**src/rtl/systolic_drain_collector.sv**
```systemverilog
// Walks drain_sel across NUM_PE PEs, buffers each accumulator, then streams the buffer out
// over valid/ready. Define DRAIN_CKSUM_EN to append a modular-sum checksum beat to each pass.
module systolic_drain_collector #(
   parameter int unsigned NUM_PE   = 4,
   parameter int unsigned DATA_W   = 8,
   parameter int unsigned READ_LAT = 1
) (
   input  logic                                          clk,
   input  logic                                          rst_n,
   input  logic                                          drain_start,
   input  logic [DATA_W-1:0]                             acc_in,
   output logic [((NUM_PE > 1) ? $clog2(NUM_PE) : 1)-1:0] drain_sel,
   output logic [DATA_W-1:0]                             out_data,
   output logic                                          out_valid,
   input  logic                                          out_ready,
   output logic                                          out_last,
   output logic                                          busy,
   output logic                                          done
);

   localparam int unsigned SW = (NUM_PE > 1) ? $clog2(NUM_PE) : 1;
   localparam int unsigned CW = $clog2(NUM_PE + READ_LAT + 1);
   localparam logic [CW-1:0] SCAN_END = CW'(NUM_PE + READ_LAT - 1);
   localparam logic [CW-1:0] PE_MAX   = CW'(NUM_PE - 1);
   localparam logic [SW-1:0] SEL_MAX  = SW'(NUM_PE - 1);
`ifdef DRAIN_CKSUM_EN
   localparam logic [CW-1:0] LAST_IDX      = CW'(NUM_PE);
   localparam logic          FIRST_IS_LAST = 1'b0;
`else
   localparam logic [CW-1:0] LAST_IDX      = PE_MAX;
   localparam logic          FIRST_IS_LAST = (NUM_PE == 1);
`endif

   typedef enum logic [1:0] {StIdle, StScan, StSend} state_t;

   state_t            state;
   logic [CW-1:0]     scan_cnt;
   logic [CW-1:0]     cap_cnt;
   logic [CW-1:0]     idx;
   logic [DATA_W-1:0] res_buf [NUM_PE];
`ifdef DRAIN_CKSUM_EN
   logic [DATA_W-1:0] sum;
`endif

   logic [CW-1:0]     scan_nxt;
   logic [CW-1:0]     idx_nxt;
   logic [DATA_W-1:0] next_beat;
   logic              cap_en;

   assign scan_nxt = scan_cnt + CW'(1);
   assign idx_nxt  = idx + CW'(1);

   // Captures trail drain_sel by READ_LAT cycles.
   generate
      if (READ_LAT == 0) begin : g_cap_now
         assign cap_en = 1'b1;
      end else begin : g_cap_lat
         assign cap_en = (scan_cnt >= CW'(READ_LAT));
      end
   endgenerate

   always_comb begin
      next_beat = res_buf[idx_nxt[SW-1:0]];
`ifdef DRAIN_CKSUM_EN
      if (idx_nxt == CW'(NUM_PE)) next_beat = sum;
`endif
   end

   always_ff @(posedge clk or negedge rst_n) begin
      if (!rst_n) begin
         state     <= StIdle;
         scan_cnt  <= '0;
         cap_cnt   <= '0;
         idx       <= '0;
         drain_sel <= '0;
         out_data  <= '0;
         out_valid <= 1'b0;
         out_last  <= 1'b0;
         busy      <= 1'b0;
         done      <= 1'b0;
         for (int i = 0; i < NUM_PE; i++) res_buf[i] <= '0;
`ifdef DRAIN_CKSUM_EN
         sum       <= '0;
`endif
      end else begin
         done <= 1'b0;
         case (state)
            StIdle: begin
               // A start coinciding with done belongs to the pass that just ended.
               if (drain_start && !done) begin
                  state     <= StScan;
                  busy      <= 1'b1;
                  scan_cnt  <= '0;
                  cap_cnt   <= '0;
                  drain_sel <= '0;
`ifdef DRAIN_CKSUM_EN
                  sum       <= '0;
`endif
               end
            end
            StScan: begin
               if (cap_en) begin
                  res_buf[cap_cnt[SW-1:0]] <= acc_in;
                  cap_cnt                  <= cap_cnt + CW'(1);
`ifdef DRAIN_CKSUM_EN
                  sum                      <= sum + acc_in;
`endif
               end
               if (scan_cnt == SCAN_END) begin
                  state     <= StSend;
                  drain_sel <= '0;
                  idx       <= '0;
                  out_valid <= 1'b1;
                  out_last  <= FIRST_IS_LAST;
                  // With one PE the first beat is the value being captured on this edge.
                  out_data  <= (cap_cnt == '0) ? acc_in : res_buf[0];
               end else begin
                  scan_cnt  <= scan_nxt;
                  drain_sel <= (scan_cnt < PE_MAX) ? scan_nxt[SW-1:0] : SEL_MAX;
               end
            end
            StSend: begin
               if (out_ready) begin
                  if (idx == LAST_IDX) begin
                     state     <= StIdle;
                     busy      <= 1'b0;
                     out_valid <= 1'b0;
                     out_last  <= 1'b0;
                     done      <= 1'b1;
                  end else begin
                     idx      <= idx_nxt;
                     out_data <= next_beat;
                     out_last <= (idx_nxt == LAST_IDX);
                  end
               end
            end
            default: state <= StIdle;
         endcase
      end
   end

endmodule
```
**config.mk**
```make
export PLATFORM = sky130hd
export DESIGN_NAME = systolic_drain_collector
export DESIGN_NICKNAME = d
export VERILOG_FILES = /design/src/rtl/systolic_drain_collector.sv
export SDC_FILE = /design/constraint.sdc
export NUM_CORES = 1
export LEC_CHECK = 0
export CAP_MARGIN = 20
export CORE_AREA = 10 10 89 91
export CTS_CLUSTER_SIZE = 10
export DETAILED_ROUTE_END_ITERATION = 8
export DIE_AREA = 0 0 99 101
export PLACE_DENSITY_LB_ADDON = 0.1
export REMOVE_ABC_BUFFERS = 1
export SKIP_LAST_GASP = 1
export SYNTH_ARGS = -nofsm -noshare
export SYNTH_HDL_FRONTEND = slang
export SYNTH_SLANG_ARGS = --single-unit
export TNS_END_PERCENT = 30
```
**constraint.sdc**
```tcl
create_clock -name clk -period 3.8 [get_ports clk]
set_input_delay 0.76 -clock clk [delete_from_list [all_inputs] [get_ports clk]]
set_output_delay 0.76 -clock clk [all_outputs]
set_load 0.01 [all_outputs]
```
# --- After elaboration in Yosys (flattened, before gate mapping) ---
# Index checks and enable logic that the tools add are counted.
totals:
  reg_bits: 57
  input_bits: 12
  out_inout_bits: 14
  wordCells: 95
classes:
  addsub: 3
  magnitude_cmp: 5
  eq_ne: 12
  muxes: 42
  bitwise: 2
  n_reduce_logical: 17
ops:
  columns: ["op", "n"]
  rows:
  - ["$mux W8", 7]
  - ["$bwmux W32", 1]
  - ["$mux W3", 6]
  - ["$pmux W3 S2", 3]
  - ["$bmux W8 S2", 1]
  - ["$demux W8 S2", 1]
  - ["$pmux W8 S2", 1]
  - ["$reduce_and A4 Y1", 4]
  - ["$mux W2", 7]
  - ["$ne A2 B2 Y1 const B", 7]
  - ["$mux W1", 10]
  - ["$add A3 B1 Y3 const B", 3]
  - ["$reduce_and A3 Y1", 3]
  - ["$eq A3 B2 Y1 const B", 2]
  - ["$ge A3 B3 Y1 const B", 2]
  - ["$not A2 Y3", 2]
  - ["$pmux W1 S2", 3]
  - ["$pmux W2 S3", 1]
  - ["$reduce_bool A2 Y1", 3]
  - ["$pmux W2 S2", 1]
  - ["$reduce_and A2 Y1", 2]
  - ["$eq A3 B3 Y1 const B", 1]
  - ["$ge A3 B1 Y1 const B", 1]
  - ["$logic_not A3 Y1", 1]
  - ["7 further kinds", 8]

# --- Depth between registers and ports, before layout ---
# Gate-level depths: netlist (run 1).
logic_depth:
  ltp_word: 8
  depth_mapped: 7
  mapped_depth_nobuf: 5

# --- Least setup slack after synthesis (run 1) ---
# OpenSTA, ideal clock, no wires.
synth_path:
  path_type: "register to register"
  start: "register scan_cnt[1]"
  end: "register res_buf[24] (netlist bit)"
  arrival_time_ns: 1.566
  t_required_ns: 3.675
  setup_slack_ns: 2.108
  path_stages_with_launch: 7
  synth_period_minus_slack_ns: 1.692
  cell_sequence: "dfrtp_1 inv_1 ha_1 or3_1 buf_6 nand3_4 mux2_4"
synth_between:
  elab_chain_len: 2
synth_rtl:
  columns: ["element", "line", "source"]
  rows:
  - ["start: declaration", "37", "logic [CW-1:0] scan_cnt;"]
  - ["start signal: assignment", "118", "scan_cnt <= scan_nxt;"]
  - ["$ge A3 B1 Y1", "58", "assign cap_en = (scan_cnt >= CW'(READ_LAT));"]
  - ["$reduce_and A2 Y1 (no source line)", null, null]
  - ["end signal: indexed assignment", "103", "res_buf[cap_cnt[SW-1:0]] <= acc_in;"]
  - ["end: declaration", "40", "logic [DATA_W-1:0] res_buf [NUM_PE];"]
# No other way between the ends.
# A chain may end at the register's enable or synchronous reset.

# --- Worst setup path after layout (run 1) ---
layout_path:
  start: "register idx[0]"
  end: "register out_data[2]"
layout_between:
  elab_chain_len: 8
  word_cells_on_any_way: 11
  cone_classes: "add/sub (1); eq/ne (2); mux (6); bitwise (1); reduce/logical (1)"
layout_rtl:
  columns: ["element", "line", "source"]
  rows:
  - ["start: declaration", "39", "logic [CW-1:0] idx;"]
  - ["start signal: assignment", "131", "idx <= idx_nxt;"]
  - ["$add A3 B1 Y3", "51", "assign idx_nxt = idx + CW'(1);"]
  - ["$not A2 Y3 (not written as such)", "63", "next_beat = res_buf[idx_nxt[SW-1:0]];"]
  - ["$bmux W8 S2", "63", null]
  - ["$mux W8 (not written as such) (2 in a row)", "63", null]
  - ["$mux W8", "124", "if (idx == LAST_IDX) begin"]
  - ["$mux W8", "123", "if (out_ready) begin"]
  - ["$pmux W8 S2", "87", "case (state)"]
  - ["end signal: assignment", "116", "out_data <= (cap_cnt == '0) ? acc_in : res_buf[0];"]
  - ["end signal: assignment", "132", "out_data <= next_beat;"]
  - ["end: declaration", "13", "output logic [DATA_W-1:0] out_data,"]
# Parallel ways exist; a longest one is shown, timed or not. The select of a mux whose other input is x is not followed.

==> results of run 1 <==
==> final cells by class <==
| type | count | share of cell area (%) |
|---|---|---|
| Clock buffer | 15 | 5.61 |
| Multi-Input combinational cell | 146 | 41.3 |
| Tap cell | 77 | 2.75 |
| Timing Repair Buffer | 27 | 7.78 |
| Clock inverter | 1 | 0.857 |
| Sequential cell | 57 | 40.7 |
| Inverter | 9 | 0.964 |
==> stage by stage <==
step / instance area (µm²) / hold slack, ns
after CTS: 3480 / 0.496
after global placement: 3260 / 0.474
after global routing: 3500 / 0.207
after floorplan: 2910 / 0.456
final: 3500 / 0.221
after detailed placement: 3260 / 0.477
==> power groups by stage <==
stage	clock network [µW]	registers, µW	logic (µW)
after floorplan	0	1080	1010
after global placement	0	1140	1320
after detailed placement	0	1130	1340
after CTS	645	1130	1340
after global routing	664	1170	1460
final	630	1130	1330
==> worst max-delay path by stage <==
stage,start,endpoint,slack [ns],depth (start not counted)
2_1_floorplan,idx[0],out_data[0],1.70,5
3_3_place_gp,out_ready,out_data[2],1.27,4
3_5_place_dp,out_ready,out_data[6],1.15,4
4_1_cts,idx[0],out_data[0],1.23,5
5_1_grt,idx[0],out_data[1],1.00,5
6_report,idx[0],out_data[2],1.27,5
==> layer usage <==
layer	vias up	track usage, %	part of all wire [%]
met1	955	16.0	48
met4	0	6.28	0.83
met5	-	0	0
met3	6	3.84	4.4
li1	884	-	-
met2	35	20.2	47
==> cell families after synthesis <==
kind of cell | after synthesis
compound gates | 38
fa+ha+maj | 10
buf+inv | 23
flops | 57
mux | 40
simple gates | 58
==> state kept, by name (all words and copies together), names as in the netlist, 2 cells and up <==
register / count
res_buf: 32
scan_cnt: 3
idx: 3
state: 2
drain_sel: 2
out_data: 8
cap_cnt: 3
==> placed cells by master (no fill, tap or decap), types with 8 or more instances in the layout <==
master | synthesis | layout
nand3_1 | 13 | 13
mux2_4 | 32 | 32
and3b_1 | 8 | 8
mux4_2 | 8 | 8
o31ai_1 | 11 | 11
clkdlybuf4s50_1 | 0 | 24
a211oi_1 | 9 | 9
dfrtp_1 | 57 | 57
nand2_1 | 8 | 8
ha_1 | 10 | 10
nor2_1 | 9 | 9
inv_1 | 9 | 9
clkbuf_8 | 0 | 14
==> reports/results.txt, run 1 <==
Reg2Reg Depth -> 5
Startpoint Class -> flop
Synth area leaders -> dfrtp_1 (48%), mux2_4 (16%), mux4_2 (6.0%)
final setup violating endpoints -> 0
Inserted Diodes -> 0
worst setup margin -> 1.27 ns
total number of vias -> 1,880
DRT Pass-1 Iters -> 4
Async SR Flop Fraction -> 100%
TNS Setup -> 0 ns
All-Layer GR Usage -> 12.9%
Filler cells -> 533
simple-gate share of the synthesized area -> 13.0%
clk_lat worst skew -> 0.34 ns
Synth top area share -> 47.7%
Commonest cells post-synth -> dfrtp_1 (57), mux2_4 (32), nand3_1 (13)
clock-pin slew on the worst setup and hold paths -> 0.07 ns
crit path buf inv count -> 0
Netlist Area Pre-Place -> 0.00299 mm²
Finished Layout Cells -> 332
mux cell area share after synthesis -> 22.1%
first-iteration detailed-routing DRC count -> 54
critical path type -> flop to flop
crit-path most repeated cell -> ha_1
vias in the first global route -> 1,935
Syn Inst Count -> 226
Pleak -> 0.00158 µW
DRT Wirelength -> 6170 µm
cts repair resizes -> 0
clock network power share -> 20.4%
Seq cells post-synth -> 57
fmax -> 396 MHz
Initial Util -> 48.2%
crit path max fanout -> 14
Reg power frac -> 36.6%
P_sw -> 1040 µW
dpl cells -> 315
hold crit path type -> primary input to asynchronous set/reset pin
r2r endpoint -> out_data[2]
Final Hold Viols -> 0
most numerous cell in the Yosys netlist -> dfrtp_1
Syn Area/Cell -> 13.2 µm²
Most used DFF post-synth -> dfrtp_1
Critical Path RT -> 4.05 ns
warnings from Yosys -> 0
status -> completed
Worst path max stage delay -> 0.60 ns
clock sink count -> 57
register area -> 0.00143 mm²
Netlist cell types -> 35
gp weighted congestion -> 0.725
R2R setup slack -> 1.27 ns
Max Cap Viol -> 0
CTS tree -> done
CP Capture Type -> flop
Post CTS Setup Buffer Count -> 0
final period utilization -> 66.5%
Core Footprint -> 0.00620 mm²
minimum clock period -> 2.53 ns
Clock Path Buffers -> 2
CP Cell Sequence -> ha_1, ha_1, nand4bb_1, and2_1, o31ai_1
I/O Buffers -> 25
Crit path max-delay family -> simple AND/OR/NAND/NOR gates
Crit-path slowest cell -> dfrtp_1
# IOs -> 26
Power Density -> 880 mW/mm²
htree depth -> 3
CTS Root Cell -> clkbuf_8
die extent in y -> 101 µm
Sw Share -> 33.7%
RSZ-0062 raised after global routing -> no
P_int -> 2040 µW
Slew Limit Headroom -> 29.8%
post-synthesis sequential area ratio -> 47.7%
row count -> 29
EDFF count, synth -> 0
DRC Markers -> 0
combinational share of power -> 43.0%
Synth Area in Adders -> 4.18%
vias per inst -> 5.66
remaining global-route overflow -> 0
CTS Hold Bufs -> 0
multi-input logic area -> 0.00145 mm²
antenna violations before repair -> 0
Die W -> 99 µm
first-pass GRT wire length -> 10,100 µm
worst endpoint data arrival time -> 2.77 ns
Final ANT Viol Nets -> 0
WL/cell -> 18.6 µm
critical register-to-register path startpoint -> idx[0]
total power draw -> 3080 µW
Max IR drop VDD -> 0.402 mV
pre-CTS setup slack -> 1.15 ns
XOR/XNOR share of the synthesized area -> 0%
area delta synth->final -> 17.2%
actual slew at the worst max-slew pin -> 1.05 ns
largest family of logic cells by synthesized area -> multiplexers
cell accounting for the most synthesized area -> dfrtp_1
max-slew violations -> 0
share of layout cells above drive strength 1 -> 24.7%
CTS Buf Count -> 9
# nets final -> 272
worst clock skew -> 0.00482 ns
largest net degree at the start of global routing -> 46
Detailed Place HPWL -> 4100 µm
die area -> 0.0100 mm²
post-synthesis compound-gate area fraction -> 9.16%
Final Util -> 56.5%
Power figures use the tool's default switching activity.
==> run 2, diff against run 1 <==
==> constraint.sdc (replaced) <==
create_clock -name clk -period 2.5 [get_ports clk]
set_input_delay 0.5 -clock clk [delete_from_list [all_inputs] [get_ports clk]]
set_output_delay 0.5 -clock clk [all_outputs]
set_load 0.01 [all_outputs]
==> reports/results.txt, run 2 (same netlist as run 1, synthesis figures left out) <==
Final Hold Viols -> 0 (unchanged)
P_sw -> 1630 µW (+57%)
clock-pin slew on the worst setup and hold paths -> 0.07 ns (about the same)
Pleak -> 0.00159 µW (+0.57%)
Critical Path RT -> 2.72 ns (-1.33 ns)
Reg power frac -> 35.9% (-0.7 points)
critical path type -> flop to flop
# nets final -> 276 (+1.5%)
TNS Setup -> 0 ns (unchanged)
WL/cell -> 19.6 µm (+5.2%)
vias in the first global route -> 1,968 (+1.7%)
Inserted Diodes -> 0 (unchanged)
minimum clock period -> 1.97 ns (-0.555 ns)
critical register-to-register path startpoint -> scan_cnt[1]
Detailed Place HPWL -> 4360 µm (+6.5%)
RSZ-0062 raised after global routing -> no
clock sink count -> 57 (unchanged)
Finished Layout Cells -> 336 (+1.2%)
CP Cell Sequence -> inv_1, ha_1, or3_1, nand3_4, mux2_4
I/O Buffers -> 25 (unchanged)
DRC Markers -> 0 (unchanged)
remaining global-route overflow -> 0 (unchanged)
final setup violating endpoints -> 0 (unchanged)
gp weighted congestion -> 0.744 (+2.6%)
commonest non-fill, non-tap cell in the layout -> dfrtp_1
Clock Path Buffers -> 2 (unchanged)
clock network power share -> 20.0% (-0.4 points)
crit path buf inv count -> 1 (+1)
Filler cells -> 501 (-6.0%)
crit path max fanout -> 8 (-6)
worst clock skew -> 0.00775 ns (+0.00293 ns)
CTS Root Cell -> clkbuf_8
first-pass GRT wire length -> 10,600 µm (+4.2%)
htree depth -> 3 (unchanged)
CTS Hold Bufs -> 0 (unchanged)
Crit path max-delay family -> simple AND/OR/NAND/NOR gates
row count -> 29 (unchanged)
critical path depth -> 5 (unchanged)
most frequent cells in the layout -> dfrtp_1 (57), mux2_4 (32), clkdlybuf4s50_1 (24), nand3_1 (13), o31ai_1 (11)
die area -> 0.0100 mm² (unchanged)
Core Footprint -> 0.00620 mm² (unchanged)
WHS -> 0.170 ns (-0.0512 ns)
Largest register FFs -> 32 (unchanged)
final period utilization -> 78.8% (+12 points)
Max IR drop VDD -> 0.693 mV (+72%)
CTS tree -> done
Crit-path slowest cell -> or3_1
Initial Util -> 48.2% (unchanged)
clk_lat worst skew -> 0.34 ns (about the same)
largest net degree at the start of global routing -> 32 (-30%)
DRT Pass-1 Iters -> 4 (unchanged)
Power Density -> 1340 mW/mm² (+53%)
worst endpoint data arrival time -> 2.19 ns (-0.58 ns)
Die W -> 99 µm (unchanged)
Max Cap Viol -> 0 (unchanged)
status -> completed
fmax -> 507 MHz (+28%)
P_int -> 3090 µW (+51%)
All-Layer GR Usage -> 13.5% (+0.56 points)
Biggest register -> res_buf
CP Capture Type -> flop
dpl cells -> 320 (+1.6%)
Worst path max stage delay -> 0.50 ns (-0.10 ns)
antenna violations before repair -> 0 (unchanged)
total number of vias -> 1,892 (+0.64%)
Post CTS Setup Buffer Count -> 0 (unchanged)
share of layout cells above drive strength 1 -> 25.9% (+1.2 points)
DRT Wirelength -> 6570 µm (+6.5%)
area delta synth->final -> 17.7%
combinational share of power -> 44.1% (+1.1 points)
Slew Limit Headroom -> 55.9% (+26 points)
Worst Setup SP -> scan_cnt[1]
Reg2Reg Depth -> 5 (unchanged)
Startpoint Class -> flop
first-iteration detailed-routing DRC count -> 83 (+54%)
Largest regs -> res_buf (32), out_data (8)
Final ANT Viol Nets -> 0 (unchanged)
actual slew at the worst max-slew pin -> 0.652 ns (-0.398 ns)
# IOs -> 26 (unchanged)
cts repair resizes -> 0 (unchanged)
hold crit path type -> primary input to asynchronous set/reset pin
Sw Share -> 34.6% (+0.83 points)
die extent in y -> 101 µm (unchanged)
CTS Buf Count -> 9 (unchanged)
max-slew violations -> 0 (unchanged)
vias per inst -> 5.63 (-0.56%)
==> run 2: layout make-up <==
class                      count  area (µm²)  area share [%]
clock inverter                 6        82.6            2.35
tap                           77        96.3            2.74
sequential                    57        1430            40.5
inverter                       9        33.8           0.960
clock buffer                  10         128            3.63
timing repair buffer          31         303            8.61
multi-input combinational    146        1450            41.2
==> run 2: metal layers <==
metal  part of all wire [%]  global-route usage, %  vias up  wire (µm)
met3                    4.7                   3.84       13        308
met4                    2.1                   5.51        0        136
met5                      0                      0        -          0
met2                     47                   21.4       44       3080
li1                       -                      -      894          -
met1                     46                   16.9      941       3050
==> run 2: power groups by stage <==
stage / registers [µW] / clock network, µW / logic, µW
after floorplan: 1640 / 0 / 1530
after global placement: 1700 / 0 / 2080
after detailed placement: 1700 / 0 / 2120
after CTS: 1690 / 956 / 2120
after global routing: 1750 / 995 / 2270
final: 1690 / 944 / 2080
==> run 2: final timing paths <==
check | slack [ns] | to
setup / recovery | 0.53 | res_buf[20]
hold / removal | 0.17 | res_buf[18]
setup reg to reg | 0.53 | res_buf[20]
hold reg to reg | 0.49 | drain_sel[0]
max in group asynchronous | 1.73 | res_buf[20]
min in group clk | 0.49 | drain_sel[0]
==> run 2: worst register-to-register path, delay by kind of cell, from the launching register on <==
family        cells  cell delay (ns)
buf+inv           1             0.10
fa+ha+maj         1             0.19
mux               1             0.33
flops             1             0.43
simple gates      2             0.80
==> run 2: metrics by stage <==
step           instance area [µm²]  worst slack (ns)  power, µW  util, %
2_1_floorplan                 2910             0.396       3170        -
3_3_place_gp                  3310             0.543       3780     53.3
3_5_place_dp                  3310             0.526       3810     53.3
4_1_cts                       3520             0.515       4770     56.7
5_1_grt                       3520             0.393       5010     56.7
6_report                      3520             0.529       4720     56.7
==> run 3, diff against run 2 <==
==> constraint.sdc (replaced) <==
create_clock -name clk -period 1.7 [get_ports clk]
set_input_delay 0.34 -clock clk [delete_from_list [all_inputs] [get_ports clk]]
set_output_delay 0.34 -clock clk [all_outputs]
set_load 0.01 [all_outputs]
==> reports/results.txt, run 3 (same netlist as run 1, synthesis figures left out) <==
violated checks -> hold timing
max-slew violations -> 0 (unchanged)
remaining global-route overflow -> 0 (unchanged)
largest net degree at the start of global routing -> 58 (+81%)
Detailed Place HPWL -> 4550 µm (+4.3%)
worst clock skew -> 0.00877 ns (+0.00102 ns)
DRC Markers -> 0 (unchanged)
Largest register FFs -> 32 (unchanged)
die area -> 0.0100 mm² (unchanged)
Crit-path slowest cell -> or3_4
CTS tree -> done
# nets final -> 303 (+9.8%)
CP Capture Type -> flop
RSZ-0062 raised after global routing -> yes
Max Cap Viol -> 0 (unchanged)
# IOs -> 26 (unchanged)
antenna violations before repair -> 0 (unchanged)
Power Density -> 1920 mW/mm² (+43%)
Largest regs -> res_buf (32), out_data (8)
share of layout cells above drive strength 1 -> 35.3% (+9.4 points)
actual slew at the worst max-slew pin -> 0.852 ns (+0.200 ns)
area delta synth->final -> 25.3%
gp weighted congestion -> 0.728 (-2.1%)
hold crit path type -> primary input to asynchronous set/reset pin
CTS Buf Count -> 9 (unchanged)
die extent in y -> 101 µm (unchanged)
Biggest register -> res_buf
commonest non-fill, non-tap cell in the layout -> dfrtp_1
Clock Path Buffers -> 2 (unchanged)
Inserted Diodes -> 0 (unchanged)
fmax -> 595 MHz (+17%)
critical register-to-register path startpoint -> scan_cnt[1]
clock-pin slew on the worst setup and hold paths -> 0.07 ns (about the same)
CP Cell Sequence -> buf_4, or3_4, nand3_4, mux2_4
Final Hold Viols -> 5 (+5)
Worst Setup SP -> scan_cnt[1]
crit path max fanout -> 8 (unchanged)
final setup violating endpoints -> 0 (unchanged)
CTS Root Cell -> clkbuf_8
DRT Pass-1 Iters -> 4 (unchanged)
Reg2Reg Depth -> 4 (-1)
most frequent cells in the layout -> dfrtp_1 (57), mux2_4 (32), buf_4 (32), clkdlybuf4s50_1 (24)
first-pass GRT wire length -> 11,200 µm (+5.8%)
crit path buf inv count -> 1 (unchanged)
Crit path max-delay family -> simple AND/OR/NAND/NOR gates
Critical Path RT -> 1.92 ns (-0.80 ns)
minimum clock period -> 1.68 ns (-0.289 ns)
Worst path max stage delay -> 0.44 ns (-0.06 ns)
fin area -> 0.00375 mm² (+6.5%)
htree depth -> 3 (unchanged)
r2r endpoint -> res_buf[25]
R2R setup slack -> 0.02 ns (-0.51 ns)
CTS Hold Bufs -> 0 (unchanged)
Core Footprint -> 0.00620 mm² (unchanged)
vias per inst -> 5.44 (-3.4%)
placement-stage cell area -> 0.00352 mm² (+6.4%)
Slew Limit Headroom -> 43.1% (-13 points)
Pleak -> 0.00172 µW (+8.4%)
critical path type -> flop to flop
DRT Wirelength -> 6700 µm (+1.9%)
first-iteration detailed-routing DRC count -> 66 (-20%)
Final ANT Viol Nets -> 0 (unchanged)
clk_lat worst skew -> 0.34 ns (about the same)
I/O Buffers -> 25 (unchanged)
worst endpoint data arrival time -> 1.90 ns (-0.29 ns)
Die W -> 99 µm (unchanged)
Filler cells -> 482 (-3.8%)
clock sink count -> 57 (unchanged)
WHS -> -0.0138 ns (-0.184 ns)
final period utilization -> 98.9% (+20 points)
status -> complete, but fails checks
vias in the first global route -> 2,128 (+8.1%)
row count -> 29 (unchanged)
All-Layer GR Usage -> 14.2% (+0.71 points)
Startpoint Class -> flop
Initial Util -> 48.2% (unchanged)
total number of vias -> 1,975 (+4.4%)
Max IR drop VDD -> 0.928 mV (+34%)
WL/cell -> 18.5 µm (-5.6%)
## run 3: metal layers
layer / vias to the layer above / share of wire (%) / routed length, µm / global-route usage (%)
li1: 948 / - / - / -
met1: 983 / 48 / 3210 / 18.5
met2: 33 / 47 / 3180 / 22.2
met3: 11 / 3.2 / 215 / 3.09
met4: 0 / 1.5 / 102 / 6.28
met5: - / 0 / 0 / 0
## run 3: power breakdown
| group | internal (µW) | leakage, µW | total, µW | switching (µW) |
|---|---|---|---|---|
| Sequential | 1990 | 0.000685 | 2420 | 430 |
| Clock | 684 | 0.000102 | 1230 | 543 |
| Combinational | 2050 | 0.000933 | 3540 | 1490 |
| Total | 4720 | 0.00172 | 7180 | 2460 |
## run 3: worst max path at each step
stage          cells after the start  slack, ns           to
6_report                           4       0.02  res_buf[25]
5_1_grt                            4      -0.03  res_buf[27]
4_1_cts                            5      -0.04  out_data[7]
3_5_place_dp                       5      -0.05  out_data[3]
3_3_place_gp                       6      -0.04  res_buf[11]
2_1_floorplan                      5      -0.40  out_data[0]
## run 3: final cells by class
type | instances | area, µm² | share of cell area, %
multi-input combinational | 146 | 1490 | 39.8
tap | 77 | 96.3 | 2.57
clock inverter | 2 | 10.0 | 0.267
timing repair buffer | 58 | 505 | 13.5
clock buffer | 14 | 183 | 4.88
sequential | 57 | 1430 | 38.1
inverter | 9 | 33.8 | 0.902
## run 3: what timing repair did
action                     in CTS  in global routing
setup endpoints to repair      40                 40
gates resized for setup         3                  8
cloned                          0                  0
setup buffers                   0                  0
pin swaps                       1                  3
## run 3: through the flow
stage / setup slack [ns] / total power, µW / utilization [%] / cells / TNS, ns
floorplan: -0.404 / 4660 / - / 212 / -12.13
global placement: -0.0392 / 5860 / 56.7 / 348 / -1.20
detailed placement: -0.0481 / 5910 / 56.7 / 348 / -1.17
CTS: -0.0400 / 7190 / 60.0 / 364 / -0.704
global route: -0.0259 / 7640 / 60.4 / 363 / -0.146
finish: 0.0181 / 7180 / 60.4 / 363 / 0
